[src/rtl/multicycle_control_if.sv]
//------------------------------------------------------------------------------
// Module   : multicycle_control_if
// Purpose  : Groups the opcode/wait-state inputs and all datapath control
//            outputs of the multicycle MIPS control FSM into one bundle.
// Revision : 1.0 - initial release
//
// Signals
//   opcode      6  instruction[31:26] from the instruction register
//   mem_ready   1  memory completes the current access this cycle
//   PCWrite     1  unconditional PC load
//   PCWriteCond 1  PC load if ALU zero (beq)
//   IorD        1  memory address select: 0 = PC, 1 = ALUOut
//   MemRead     1  memory read request
//   MemWrite    1  memory write request
//   IRWrite     1  instruction register load
//   MemtoReg    1  register write data: 0 = ALUOut, 1 = MDR
//   RegDst      1  destination register: 0 = rt, 1 = rd
//   RegWrite    1  register file write enable
//   ALUSrcA     1  0 = PC, 1 = register A
//   ALUSrcB     2  00 = B, 01 = 4, 10 = sign-ext imm, 11 = sign-ext imm << 2
//   PCSource    2  00 = ALU result, 01 = ALUOut, 10 = jump target
//   ALUOp       2  00 add, 01 subtract, 10 use funct
//   illegal     1  one-cycle pulse on an unrecognised opcode
//   state       4  current state encoding (debug)
//
// Modports
//   master : the control FSM (drives the control outputs)
//   slave  : the datapath / memory side (drives opcode and mem_ready)
//------------------------------------------------------------------------------
`default_nettype none

interface multicycle_control_if;
  logic [5:0] opcode;
  logic       mem_ready;
  logic       PCWrite;
  logic       PCWriteCond;
  logic       IorD;
  logic       MemRead;
  logic       MemWrite;
  logic       IRWrite;
  logic       MemtoReg;
  logic       RegDst;
  logic       RegWrite;
  logic       ALUSrcA;
  logic [1:0] ALUSrcB;
  logic [1:0] PCSource;
  logic [1:0] ALUOp;
  logic       illegal;
  logic [3:0] state;

  modport master (
    input  opcode, mem_ready,
    output PCWrite, PCWriteCond, IorD, MemRead, MemWrite, IRWrite,
           MemtoReg, RegDst, RegWrite, ALUSrcA, ALUSrcB, PCSource,
           ALUOp, illegal, state
  );

  modport slave (
    output opcode, mem_ready,
    input  PCWrite, PCWriteCond, IorD, MemRead, MemWrite, IRWrite,
           MemtoReg, RegDst, RegWrite, ALUSrcA, ALUSrcB, PCSource,
           ALUOp, illegal, state
  );
endinterface

`default_nettype wire

[src/rtl/multicycle_control.sv]
//------------------------------------------------------------------------------
// Module   : multicycle_control
// Purpose  : Main control FSM of the multicycle MIPS datapath. Sequences each
//            instruction through fetch, decode, execute, memory and write-back
//            and drives every datapath select and enable. Memory accesses in
//            FETCH, MEMRD and MEMWR hold until mem_ready.
// Revision : 1.0 - initial release
//
// Ports
//   clk    in  1  rising-edge clock
//   rst_n  in  1  synchronous active-low reset (forces FETCH)
//   bus    -   -  multicycle_control_if.master: opcode/mem_ready in,
//                 all datapath controls, illegal and debug state out
//------------------------------------------------------------------------------
`default_nettype none

module multicycle_control (
  input  logic                   clk,
  input  logic                   rst_n,
  multicycle_control_if.master   bus
);

  typedef enum logic [3:0] {
    S_FETCH  = 4'd0,
    S_DECODE = 4'd1,
    S_MEMADR = 4'd2,
    S_MEMRD  = 4'd3,
    S_MEMWB  = 4'd4,
    S_MEMWR  = 4'd5,
    S_EXEC   = 4'd6,
    S_ALUWB  = 4'd7,
    S_BRANCH = 4'd8,
    S_JUMP   = 4'd9
  } state_t;

  localparam logic [5:0] OP_RTYPE = 6'b000000;
  localparam logic [5:0] OP_LW    = 6'b100011;
  localparam logic [5:0] OP_SW    = 6'b101011;
  localparam logic [5:0] OP_BEQ   = 6'b000100;
  localparam logic [5:0] OP_J     = 6'b000010;

  state_t     state_q;
  state_t     state_d;

  logic       pc_write;
  logic       pc_write_cond;
  logic       iord;
  logic       mem_read;
  logic       mem_write;
  logic       ir_write;
  logic       mem_to_reg;
  logic       reg_dst;
  logic       reg_write;
  logic       alu_src_a;
  logic [1:0] alu_src_b;
  logic [1:0] pc_source;
  logic [1:0] alu_op;
  logic       illegal;

  // State register; reset wins over every transition.
  always_ff @(posedge clk) begin
    if (!rst_n) begin
      state_q <= S_FETCH;
    end else begin
      state_q <= state_d;
    end
  end

  // Next-state and output decode from the registered state.
  always_comb begin
    state_d       = state_q;
    pc_write      = 1'b0;
    pc_write_cond = 1'b0;
    iord          = 1'b0;
    mem_read      = 1'b0;
    mem_write     = 1'b0;
    ir_write      = 1'b0;
    mem_to_reg    = 1'b0;
    reg_dst       = 1'b0;
    reg_write     = 1'b0;
    alu_src_a     = 1'b0;
    alu_src_b     = 2'b00;
    pc_source     = 2'b00;
    alu_op        = 2'b00;
    illegal       = 1'b0;

    case (state_q)
      S_FETCH: begin
        // PC+4 is computed every fetch cycle, but the PC and IR only load
        // on the cycle the memory actually returns the instruction.
        mem_read  = 1'b1;
        alu_src_b = 2'b01;
        ir_write  = bus.mem_ready;
        pc_write  = bus.mem_ready;
        if (bus.mem_ready) begin
          state_d = S_DECODE;
        end
      end

      S_DECODE: begin
        // Speculatively compute the branch target into ALUOut.
        alu_src_b = 2'b11;
        case (bus.opcode)
          OP_LW, OP_SW: state_d = S_MEMADR;
          OP_RTYPE:     state_d = S_EXEC;
          OP_BEQ:       state_d = S_BRANCH;
          OP_J:         state_d = S_JUMP;
          default: begin
            state_d = S_FETCH;
            illegal = 1'b1;
          end
        endcase
      end

      S_MEMADR: begin
        alu_src_a = 1'b1;
        alu_src_b = 2'b10;
        // Only lw/sw reach here, so anything but lw is a store.
        state_d   = (bus.opcode == OP_LW) ? S_MEMRD : S_MEMWR;
      end

      S_MEMRD: begin
        mem_read = 1'b1;
        iord     = 1'b1;
        if (bus.mem_ready) begin
          state_d = S_MEMWB;
        end
      end

      S_MEMWB: begin
        reg_write  = 1'b1;
        mem_to_reg = 1'b1;
        state_d    = S_FETCH;
      end

      S_MEMWR: begin
        mem_write = 1'b1;
        iord      = 1'b1;
        if (bus.mem_ready) begin
          state_d = S_FETCH;
        end
      end

      S_EXEC: begin
        alu_src_a = 1'b1;
        alu_op    = 2'b10;
        state_d   = S_ALUWB;
      end

      S_ALUWB: begin
        reg_write = 1'b1;
        reg_dst   = 1'b1;
        state_d   = S_FETCH;
      end

      S_BRANCH: begin
        alu_src_a     = 1'b1;
        alu_op        = 2'b01;
        pc_write_cond = 1'b1;
        pc_source     = 2'b01;
        state_d       = S_FETCH;
      end

      S_JUMP: begin
        pc_write  = 1'b1;
        pc_source = 2'b10;
        state_d   = S_FETCH;
      end

      // Unused encodings recover to FETCH.
      default: begin
        state_d = S_FETCH;
      end
    endcase
  end

  assign bus.PCWrite     = pc_write;
  assign bus.PCWriteCond = pc_write_cond;
  assign bus.IorD        = iord;
  assign bus.MemRead     = mem_read;
  assign bus.MemWrite    = mem_write;
  assign bus.IRWrite     = ir_write;
  assign bus.MemtoReg    = mem_to_reg;
  assign bus.RegDst      = reg_dst;
  assign bus.RegWrite    = reg_write;
  assign bus.ALUSrcA     = alu_src_a;
  assign bus.ALUSrcB     = alu_src_b;
  assign bus.PCSource    = pc_source;
  assign bus.ALUOp       = alu_op;
  assign bus.illegal     = illegal;
  assign bus.state       = state_q;

endmodule

`default_nettype wire

[src/flat_wrapper.sv]
// flat-port wrapper written by rule: the top's interface ports become plain ports
module multicycle_control_flat 
  (clk, rst_n, bus_opcode, bus_mem_ready, bus_PCWrite, bus_PCWriteCond, bus_IorD, bus_MemRead, bus_MemWrite, bus_IRWrite, bus_MemtoReg, bus_RegDst, bus_RegWrite, bus_ALUSrcA, bus_ALUSrcB, bus_PCSource, bus_ALUOp, bus_illegal, bus_state);
  multicycle_control_if bus_i ();
  input  logic clk;
  input  logic rst_n;
  input wire logic [$bits(bus_i.opcode)-1:0] bus_opcode;
  input wire logic [$bits(bus_i.mem_ready)-1:0] bus_mem_ready;
  output wire logic [$bits(bus_i.PCWrite)-1:0] bus_PCWrite;
  output wire logic [$bits(bus_i.PCWriteCond)-1:0] bus_PCWriteCond;
  output wire logic [$bits(bus_i.IorD)-1:0] bus_IorD;
  output wire logic [$bits(bus_i.MemRead)-1:0] bus_MemRead;
  output wire logic [$bits(bus_i.MemWrite)-1:0] bus_MemWrite;
  output wire logic [$bits(bus_i.IRWrite)-1:0] bus_IRWrite;
  output wire logic [$bits(bus_i.MemtoReg)-1:0] bus_MemtoReg;
  output wire logic [$bits(bus_i.RegDst)-1:0] bus_RegDst;
  output wire logic [$bits(bus_i.RegWrite)-1:0] bus_RegWrite;
  output wire logic [$bits(bus_i.ALUSrcA)-1:0] bus_ALUSrcA;
  output wire logic [$bits(bus_i.ALUSrcB)-1:0] bus_ALUSrcB;
  output wire logic [$bits(bus_i.PCSource)-1:0] bus_PCSource;
  output wire logic [$bits(bus_i.ALUOp)-1:0] bus_ALUOp;
  output wire logic [$bits(bus_i.illegal)-1:0] bus_illegal;
  output wire logic [$bits(bus_i.state)-1:0] bus_state;
  assign bus_i.opcode = bus_opcode;
  assign bus_i.mem_ready = bus_mem_ready;
  assign bus_PCWrite = bus_i.PCWrite;
  assign bus_PCWriteCond = bus_i.PCWriteCond;
  assign bus_IorD = bus_i.IorD;
  assign bus_MemRead = bus_i.MemRead;
  assign bus_MemWrite = bus_i.MemWrite;
  assign bus_IRWrite = bus_i.IRWrite;
  assign bus_MemtoReg = bus_i.MemtoReg;
  assign bus_RegDst = bus_i.RegDst;
  assign bus_RegWrite = bus_i.RegWrite;
  assign bus_ALUSrcA = bus_i.ALUSrcA;
  assign bus_ALUSrcB = bus_i.ALUSrcB;
  assign bus_PCSource = bus_i.PCSource;
  assign bus_ALUOp = bus_i.ALUOp;
  assign bus_illegal = bus_i.illegal;
  assign bus_state = bus_i.state;
  multicycle_control u_core (.clk(clk), .rst_n(rst_n), .bus(bus_i));
endmodule
[config.mk]
export PLATFORM = sky130hd
export DESIGN_NAME = multicycle_control_flat
export DESIGN_NICKNAME = d
export VERILOG_FILES = /design/src/rtl/multicycle_control_if.sv /design/src/rtl/multicycle_control.sv /design/src/flat_wrapper.sv
export SDC_FILE = /design/constraint.sdc
export NUM_CORES = 1
export LEC_CHECK = 0
export BUFFER_PORTS_ARGS = -buffer_cell sky130_fd_sc_hd__buf_2
export CORE_AREA = 2 2 39 41
export DETAILED_ROUTE_END_ITERATION = 8
export DIE_AREA = 0 0 41 43
export PLACE_DENSITY = 0.77
export RECOVER_POWER = 25
export SLEW_MARGIN = 20
export SYNTH_ARGS = -nofsm -noshare
export SYNTH_HDL_FRONTEND = slang
export SYNTH_SLANG_ARGS = --single-unit
[constraint.sdc]
create_clock -name clk -period 3.15 [get_ports clk]
set_input_delay 0 -clock clk [delete_from_list [all_inputs] [get_ports clk]]
set_output_delay 0 -clock clk [all_outputs]
set_load 0.01 [all_outputs]
==> results.toml, run 1 <==
[synth]
synth-seq-area-share_pct = 16.8
synth_area_per_cell_um2 = 6.91
syn_area_um2 = 477
synth_nets = 78
synth_cells = 69
yosysWarnings = 0
synth.distinct_cells = 31
ys_ff_latch = 4

[drt]
drt_iter0_markers = 14
top_layer_used = "met3"
wl_met2_um = 664
routed_wl_um = 1280
post_drt_wl_per_cell_um = 11.5
via_per_inst = 5.41
num_vias = 601
drt_first_pass_iters = 4
postRouteAntennaNets = 0
wirelength_met1_um = 566
dr_wl_met3_um = 44
drc = 0

[layout]
final_cell_mix = "24 x buf_2, 9 x nor2_1, 7 x nor3_1, 5 x clkbuf_1"
layout_commonest_cell = "buf_2"
drive_above_1_share_pct = 30.5
fill_cells = 160
largest_reg_flops = 4
fin_area_um2 = 631
area_growth_pct = 32.3
diodes = 0
nets = 106
final_util_pct = 45.6

[power]
power-per-cell-area_nw_per_um2 = 271
vdd_drop_max_mv = 0.167
leakage_nw = 0.293

[timing]
slew_violations = 0
hold_violations = 0
hold_ws_ns = 0.0470
fin_crit_ns = 1.63
skew_ns = 0.000712
slew-limit-headroom_pct = 66.9
setup_viol = 0
finalCritPeriodShare_pct = 51.9
rsz0062_at_grt = "false"
fmax_ghz = 0.612
fin_tns_setup_ns = 0
worstMarginPinSlew_ns = 0.495

[place]
placed_cell_area_um2 = 614
dp_hpwl_um = 998
gp_congestion = 0.915
port_buffers = 29

[critical_path]
end_kind = "output port"
critPathRequiredTime_ns = 3.15
crit_path_start_kind = "flop"
r2r-end = "u_core.bus.state[2]"
path_class = "flop to output port"
crit_path_end = "bus_PCWrite"
path_cells = "nor2_1 -> and3_1 -> or2_1 -> buf_2"
cp_num_buf_inv = 1
crit_cells = 4
worstPathArrival_ns = 1.63
max_stage_delay_ns = 0.61
cp-startpoint = "u_core.bus.state[1]"
path_delay_family = "simple AND/OR/NAND/NOR gates"
cp_max_fo = 13
reg2reg_depth = 4
crit_slowest_cell = "dfxtp_1"
regToRegSetupSlack_ns = 1.65
rr_startpoint = "u_core.bus.state[1]"

[die]
die_y_um = 43
initial_core_util_pct = 34.4
dieArea_um2 = 1760
rows = 14
die_w_um = 41
num_io_pins = 30
core_region_area_um2 = 1380

[min_path]
worstHoldStart = "bus_opcode[4]"
min-delay-path-class = "input pin to flop"

[global_route]
grt_usage_pct = 15.6
grt_max_degree = 18
antenna_found_initial = 0
grt_first_pass_wirelength_um = 2010
grt_pass1_vias = 513
grt_remaining_overflow = 0

[clock_network]
clock_path_buffers = 2
cts_made_buffers = 3
clock_latency_ns = 0.23
cts-root-buf = "clkbuf_4"
postCtsSetupBuffers = 0
clk_pin_slew_worst_paths_ns = 0.03
hold_buffers = 0
cts.sinks = 4
htreeDepth = 1
ctsResizeCount = 0
cts_tree = "done"

[outcome]
status = "finished clean"

[run]
maxCapViolCount = 0
## worst min path at each step
stage | endpoint | slack (ns) | cells after the start
final | u_core.bus.state[3] | 0.05 | 2
after global routing | u_core.bus.state[3] | 0.06 | 2
after CTS | u_core.bus.state[3] | 0.04 | 2
after detailed placement | u_core.bus.state[3] | 0.28 | 2
after global placement | u_core.bus.state[3] | 0.28 | 2
after floorplan | u_core.bus.state[3] | 0.08 | 1
## cells in the mapped netlist
| cell | instances | share of area (%) |
|---|---|---|
| o211ai_1 | 1 | 1.6 |
| inv_1 | 2 | 1.6 |
| nand4_1 | 1 | 1.3 |
| a21oi_1 | 3 | 3.1 |
| a211oi_1 | 1 | 1.6 |
| nor2_1 | 9 | 7.1 |
| nor4b_1 | 1 | 1.8 |
| nand2_1 | 4 | 3.1 |
| and3_1 | 2 | 2.6 |
| buf_4 | 1 | 1.6 |
| nand3_1 | 2 | 2.1 |
| a21boi_1 | 1 | 1.6 |
| and2b_1 | 1 | 1.6 |
| o22ai_1 | 1 | 1.3 |
| or4_4 | 1 | 2.4 |
| clkbuf_1 | 4 | 3.1 |
| dfxtp_1 | 4 | 17 |
| o211a_1 | 1 | 2.1 |
| xnor2_1 | 3 | 5.5 |
| or2_1 | 2 | 2.6 |
| nor3b_1 | 2 | 3.1 |
| o311a_1 | 1 | 2.1 |
| a2111oi_4 | 1 | 5.8 |
| nor4_1 | 1 | 1.3 |
| buf_2 | 1 | 1.0 |
| o221ai_1 | 1 | 1.8 |
| nor2b_1 | 2 | 2.6 |
| nand2b_1 | 3 | 3.9 |
| nor3_1 | 7 | 7.3 |
| a32o_1 | 1 | 2.1 |
| o21ai_0 | 4 | 4.2 |
## cell type report
cell class / count / area (um^2) / area share [%]
multi-input combinational: 57 / 362 / 57.3
timing repair buffer: 29 / 139 / 22.0
sequential: 4 / 80.1 / 12.7
clock buffer: 3 / 22.5 / 3.57
tap: 16 / 20.0 / 3.17
inverter: 2 / 7.51 / 1.19
## layer usage
metal | GRT usage, % | vias to the layer above
li1 | - | 305
met1 | 21.2 | 279
met2 | 24.7 | 17
met3 | 0 | 0
met4 | 6.67 | 0
met5 | 0 | -
## metrics by stage
| stage | power [mW] | instances | setup WS, ns |
|---|---|---|---|
| floorplan | 0.0901 | 69 | 1.61 |
| global placement | 0.111 | 108 | 1.75 |
| detailed placement | 0.112 | 108 | 1.66 |
| CTS | 0.175 | 111 | 1.51 |
| global route | 0.186 | 111 | 1.43 |
| finish | 0.171 | 111 | 1.52 |
## power breakdown
group	switching, mW	internal, mW	total (mW)
clock network	0.0178	0.0424	0.0602
logic	0.0286	0.0227	0.0513
registers	0.00657	0.0528	0.0594
## logic make-up (layout without fill, tap and decap cells)
logic type                Yosys count  in the layout  synth area share [%]
AOI/OAI and AO/OA                  16             16                  27.3
buffers and inverters               8             34                  7.35
xor gates and xnor gates            3              3                  5.51
DFF                                 4              4                  16.8
and+or+nand+nor                    38             38                  43.0
Note: power is estimated with default switching activity, not from simulation.
==> run 2, diff against run 1 <==
Settings changed: CORE_AREA 2 2 39 41 to unset, CORE_MARGIN set to 2, CORE_UTILIZATION set to 36, DIE_AREA 0 0 41 43 to unset, PLACE_DENSITY 0.77 to 0.8.
Clock period 3.15 ns to 1.5 ns, I/O delays scaled along.
==> run 2 against run 1 <==
  * Via count is 5.8% higher
  * Critical path type unchanged
  * Flip-flop and latch count unchanged
  * Clock-buffer cell count unchanged
  * Worst hold slack worse by 0.015 ns
  * Largest power group unchanged
  * Critical path depth did not move
  * Sequential share of layout area decreased by 0.38 points
  * Worst setup slack lost 1.4 ns
  * Non-clock buffer count grew 4
  * First-iteration DRC count grew 110%
==> results.toml, run 2 (synthesized netlist as in run 1, its figures left out) <==
[timing]
fin_crit_ns = 1.42
hold_violations = 0
worstMarginPinSlew_ns = 0.461
setup_slack_ns = 0.0842
fin_tns_setup_ns = 0
slew_violations = 0
slew-limit-headroom_pct = 69.0
finalCritPeriodShare_pct = 94.4
skew_ns = 0.00406
rsz0062_at_grt = "false"
fmax_ghz = 0.706
setup_viol = 0

[drt]
post_drt_wl_per_cell_um = 12.3
drt_first_pass_iters = 4
drt_iter0_markers = 30
num_vias = 636
postRouteAntennaNets = 0
routed_wl_um = 1400
via_per_inst = 5.58
drc = 0

[critical_path]
cp_num_buf_inv = 2
worstPathArrival_ns = 1.42
cp_max_fo = 9
path_class = "flop to output port"
reg2reg_depth = 4
rr_startpoint = "u_core.bus.state[1]"
path_delay_family = "flip-flops"
regToRegSetupSlack_ns = 0.23
crit_path_start_kind = "flop"
end_kind = "output port"
path_cells = "buf_4 -> xnor2_1 -> nor3b_1 -> buf_2"
crit_slowest_cell = "dfxtp_1"
r2r-end = "u_core.bus.state[1]"
max_stage_delay_ns = 0.46
critPathRequiredTime_ns = 1.50

[clock_network]
cts-root-buf = "clkbuf_4"
clock_latency_ns = 0.24
clk_pin_slew_worst_paths_ns = 0.04
postCtsSetupBuffers = 0
cts_tree = "done"
cts_made_buffers = 3
clock_path_buffers = 2
htreeDepth = 1
cts.sinks = 4

[place]
dp_cells = 111
dp_slack_ns = 0.108
gp_congestion = 0.902
dp_hpwl_um = 1120
port_buffers = 29

[power]
leakage_nw = 0.330
p_total_mw = 0.379
power-per-cell-area_nw_per_um2 = 565
vdd_drop_max_mv = 0.436

[global_route]
grt_usage_pct = 20.3
grt_max_degree = 10
grt_first_pass_wirelength_um = 2180
grt_remaining_overflow = 0
grt_pass1_vias = 506
antenna_found_initial = 0

[layout]
fill_cells = 135
final_cell_mix = "27 x buf_2, 9 x nor2_1, 7 x nor3_1"
layoutNonFillerInstCount = 114
layout_commonest_cell = "buf_2"
largest_reg_flops = 4
diodes = 0
area_growth_pct = 40.7
nets = 110
drive_above_1_share_pct = 39.4

[die]
die_y_um = 40.4
dieArea_um2 = 1630
num_io_pins = 30
initial_core_util_pct = 37.6
die_w_um = 40.4
core_region_area_um2 = 1270
rows = 13

[min_path]
holdPathEnd = "u_core.bus.state[3]"
min-delay-path-class = "input pin to flop"
hold_depth = 2
worstHoldStart = "bus_opcode[4]"

[run]
maxCapViolCount = 0

[outcome]
status = "finished clean"
-- run 2: cell count changes in the layout (fill, tap and decap cells not counted), sizes merged --
cell	previous run	this run
buf	24	31
clkbuf	8	5
-- run 2: cell type report --
cell class	instances	area [um^2]	area share, %
inverters	2	7.51	1.12
flip-flops and latches	4	82.6	12.3
clock buffers	3	22.5	3.36
multi-input cells	57	367	54.7
well taps	15	18.8	2.80
repair buffers	33	173	25.7
-- run 2: repair_timing --
action,CTS,global route
hold buffers,0,0
hold endpoints to repair,0,0
setup endpoints to repair,0,4
resized for setup,0,2
-- run 2: metrics by stage --
step | hold slack, ns | instance area (um^2) | utilization (%)
after global placement | 0.280 | 648 | 51.1
after detailed placement | 0.277 | 648 | 51.1
final | 0.0322 | 671 | 52.9
after floorplan | 0.0765 | 482 | -
after global routing | 0.0469 | 671 | 52.9
after CTS | 0.0317 | 671 | 52.9
-- run 2: worst max-delay path by stage --
| stage | start | cells past startpoint | end |
|---|---|---|---|
| after floorplan | u_core.bus.state[1] | 4 | bus_PCWrite |
| after global placement | bus_opcode[1] | 5 | u_core.bus.state[1] |
| after detailed placement | bus_opcode[1] | 5 | u_core.bus.state[1] |
| after CTS | u_core.bus.state[1] | 4 | bus_PCWrite |
| after global routing | u_core.bus.state[0] | 4 | bus_MemRead |
| final | u_core.bus.state[0] | 4 | bus_MemRead |
-- run 2: report_power, final --
part	total, mW	switching, mW	internal [mW]
registers	0.118	0.00687	0.111
clock network	0.138	0.0482	0.0898
logic	0.123	0.0697	0.0536
total	0.379	0.125	0.254
-- run 2: worst register-to-register path, delay by kind of cell, from the launching register on --
family | cells | cell delay [ns]
buf+inv | 1 | 0.17
compound gates | 3 | 0.64
flops | 1 | 0.37
-- run 2: layer usage --
layer  vias to the layer above  track usage [%]  share of wire (%)
met1                       299             23.8                 41
met4                         0             7.50                1.2
li1                        310                -                  -
met2                        23             33.7                 51
met5                         -                0                  0
met3                         4             6.67                7.1
==> run 3, diff against run 2 <==
Settings changed: CORE_MARGIN 2 to unset.
==> run 3 against run 2 <==
  * Worst hold slack lost 0.0064 ns
  * Largest cell class unchanged
  * Critical path depth is the same
  * Fmax shrank 1.3%
  * Sequential power is essentially flat
  * Register-to-register slack lost 0.03 ns
  * Via count shrank 0.31%
  * Die area shrank 9.7%
==> results.toml, run 3 (synthesized netlist as in run 1, its figures left out) <==
[critical_path]
crit_path_start_kind = "flop"
critPathRequiredTime_ns = 1.50
worstPathArrival_ns = 1.43
end_kind = "output port"
cp_max_fo = 10
path_class = "flop to output port"

[power]
p_total_mw = 0.379
clkPwrFrac_pct = 36.1
seqPwrFrac_pct = 31.1
leakage_nw = 0.330
intPower_mw = 0.254
power-per-cell-area_nw_per_um2 = 558
swShare_pct = 33.0
switchingPower_mw = 0.125
comb_power_share_pct = 32.8
vdd_drop_max_mv = 0.400

[global_route]
grt_max_degree = 11
grt_first_pass_wirelength_um = 2120
grt_usage_pct = 20.4
grt_remaining_overflow = 0
grt_pass1_vias = 529
antenna_found_initial = 0

[timing]
setup_slack_ns = 0.0654
finalCritPeriodShare_pct = 95.6
hold_violations = 0
setup_viol = 0
slew_violations = 0
skew_ns = 0.0142
slew-limit-headroom_pct = 70.1
fin_crit_ns = 1.43
worstMarginPinSlew_ns = 0.445
fmax_ghz = 0.697

[place]
placed_cell_area_um2 = 654
dp_slack_ns = 0.176
dp_hpwl_um = 1060
gp_congestion = 0.916
port_buffers = 29
dp_cells = 111

[layout]
fin_area_um2 = 679
area_growth_pct = 42.5
drive_above_1_share_pct = 39.0
nets = 111
layout_commonest_cell = "buf_2"
diodes = 0
layoutNonFillerInstCount = 114
largest_reg_flops = 4
final_cell_mix = "26 x buf_2, 9 x nor2_1, 6 x nor3_1, 5 x buf_4"

[clock_network]
htreeDepth = 1
clk_pin_slew_worst_paths_ns = 0.05
clock_path_buffers = 2
cts_tree = "done"
clock_latency_ns = 0.24
cts-root-buf = "clkbuf_4"
cts.sinks = 4
cts_made_buffers = 3
hold_buffers = 0

[outcome]
status = "finished clean"

[die]
die_w_um = 38.4
num_io_pins = 30
rows = 12
core_region_area_um2 = 1170
dieArea_um2 = 1470
initial_core_util_pct = 40.7
die_y_um = 38.4

[drt]
drt_first_pass_iters = 4
num_vias = 634
post_drt_wl_per_cell_um = 12.2
drt_iter0_markers = 32
drc = 0
routed_wl_um = 1390
postRouteAntennaNets = 0
via_per_inst = 5.56

[min_path]
min-delay-path-class = "input pin to flop"

[run]
maxCapViolCount = 0
run 3: layout make-up:
type                       count  area (um^2)
clock buffer                   3         22.5
fill                         115          492
inverter                       2         7.51
multi-input combinational     57          372
sequential                     4         81.3
tap                           14         17.5
timing repair buffer          34          179
run 3: per-stage QoR:
step	TNS, ns	hold WS [ns]	util, %
finish	0	0.0258	58.0
global route	-0.00290	0.0443	58.0
CTS	0	0.0264	57.8
detailed placement	0	0.282	55.9
global placement	0	0.282	55.9
floorplan	0	0.0765	-
run 3: path summary, 6_finish.rpt:
kind	start	end	slack, ns	depth (start not counted)
hold / removal	bus_opcode[4]	u_core.bus.state[3]	0.03	2
setup / recovery	u_core.bus.state[0]	bus_MemRead	0.07	4
setup reg to reg	u_core.bus.state[0]	u_core.bus.state[0]	0.20	5
hold reg to reg	u_core.bus.state[3]	u_core.bus.state[2]	0.64	2
run 3: critical path: stages, from the launching register on:
cell and delay (ns):
dfxtp_1 0.50, buf_4 0.22, xnor2_1 0.13, nor3b_1 0.19, buf_2 0.16
run 3: metal layers:
metal	track usage, %	wire [um]
met1	24.5	634
met2	33.5	648
met3	4.07	106
met4	11.2	0
met5	0	0
run 3: power by group through the flow:
stage / Clock, mW / Combinational, mW / Sequential [mW]
after floorplan: 0 / 0.0720 / 0.118
after global placement: 0 / 0.121 / 0.119
after detailed placement: 0 / 0.123 / 0.119
after CTS: 0.140 / 0.125 / 0.117
after global routing: 0.141 / 0.136 / 0.119
final: 0.137 / 0.125 / 0.118
run 3: what timing repair did:
action                     4_1_cts  5_1_grt
buffers inserted                 0        0
gates resized for setup          0        2
setup endpoints to repair        0        2
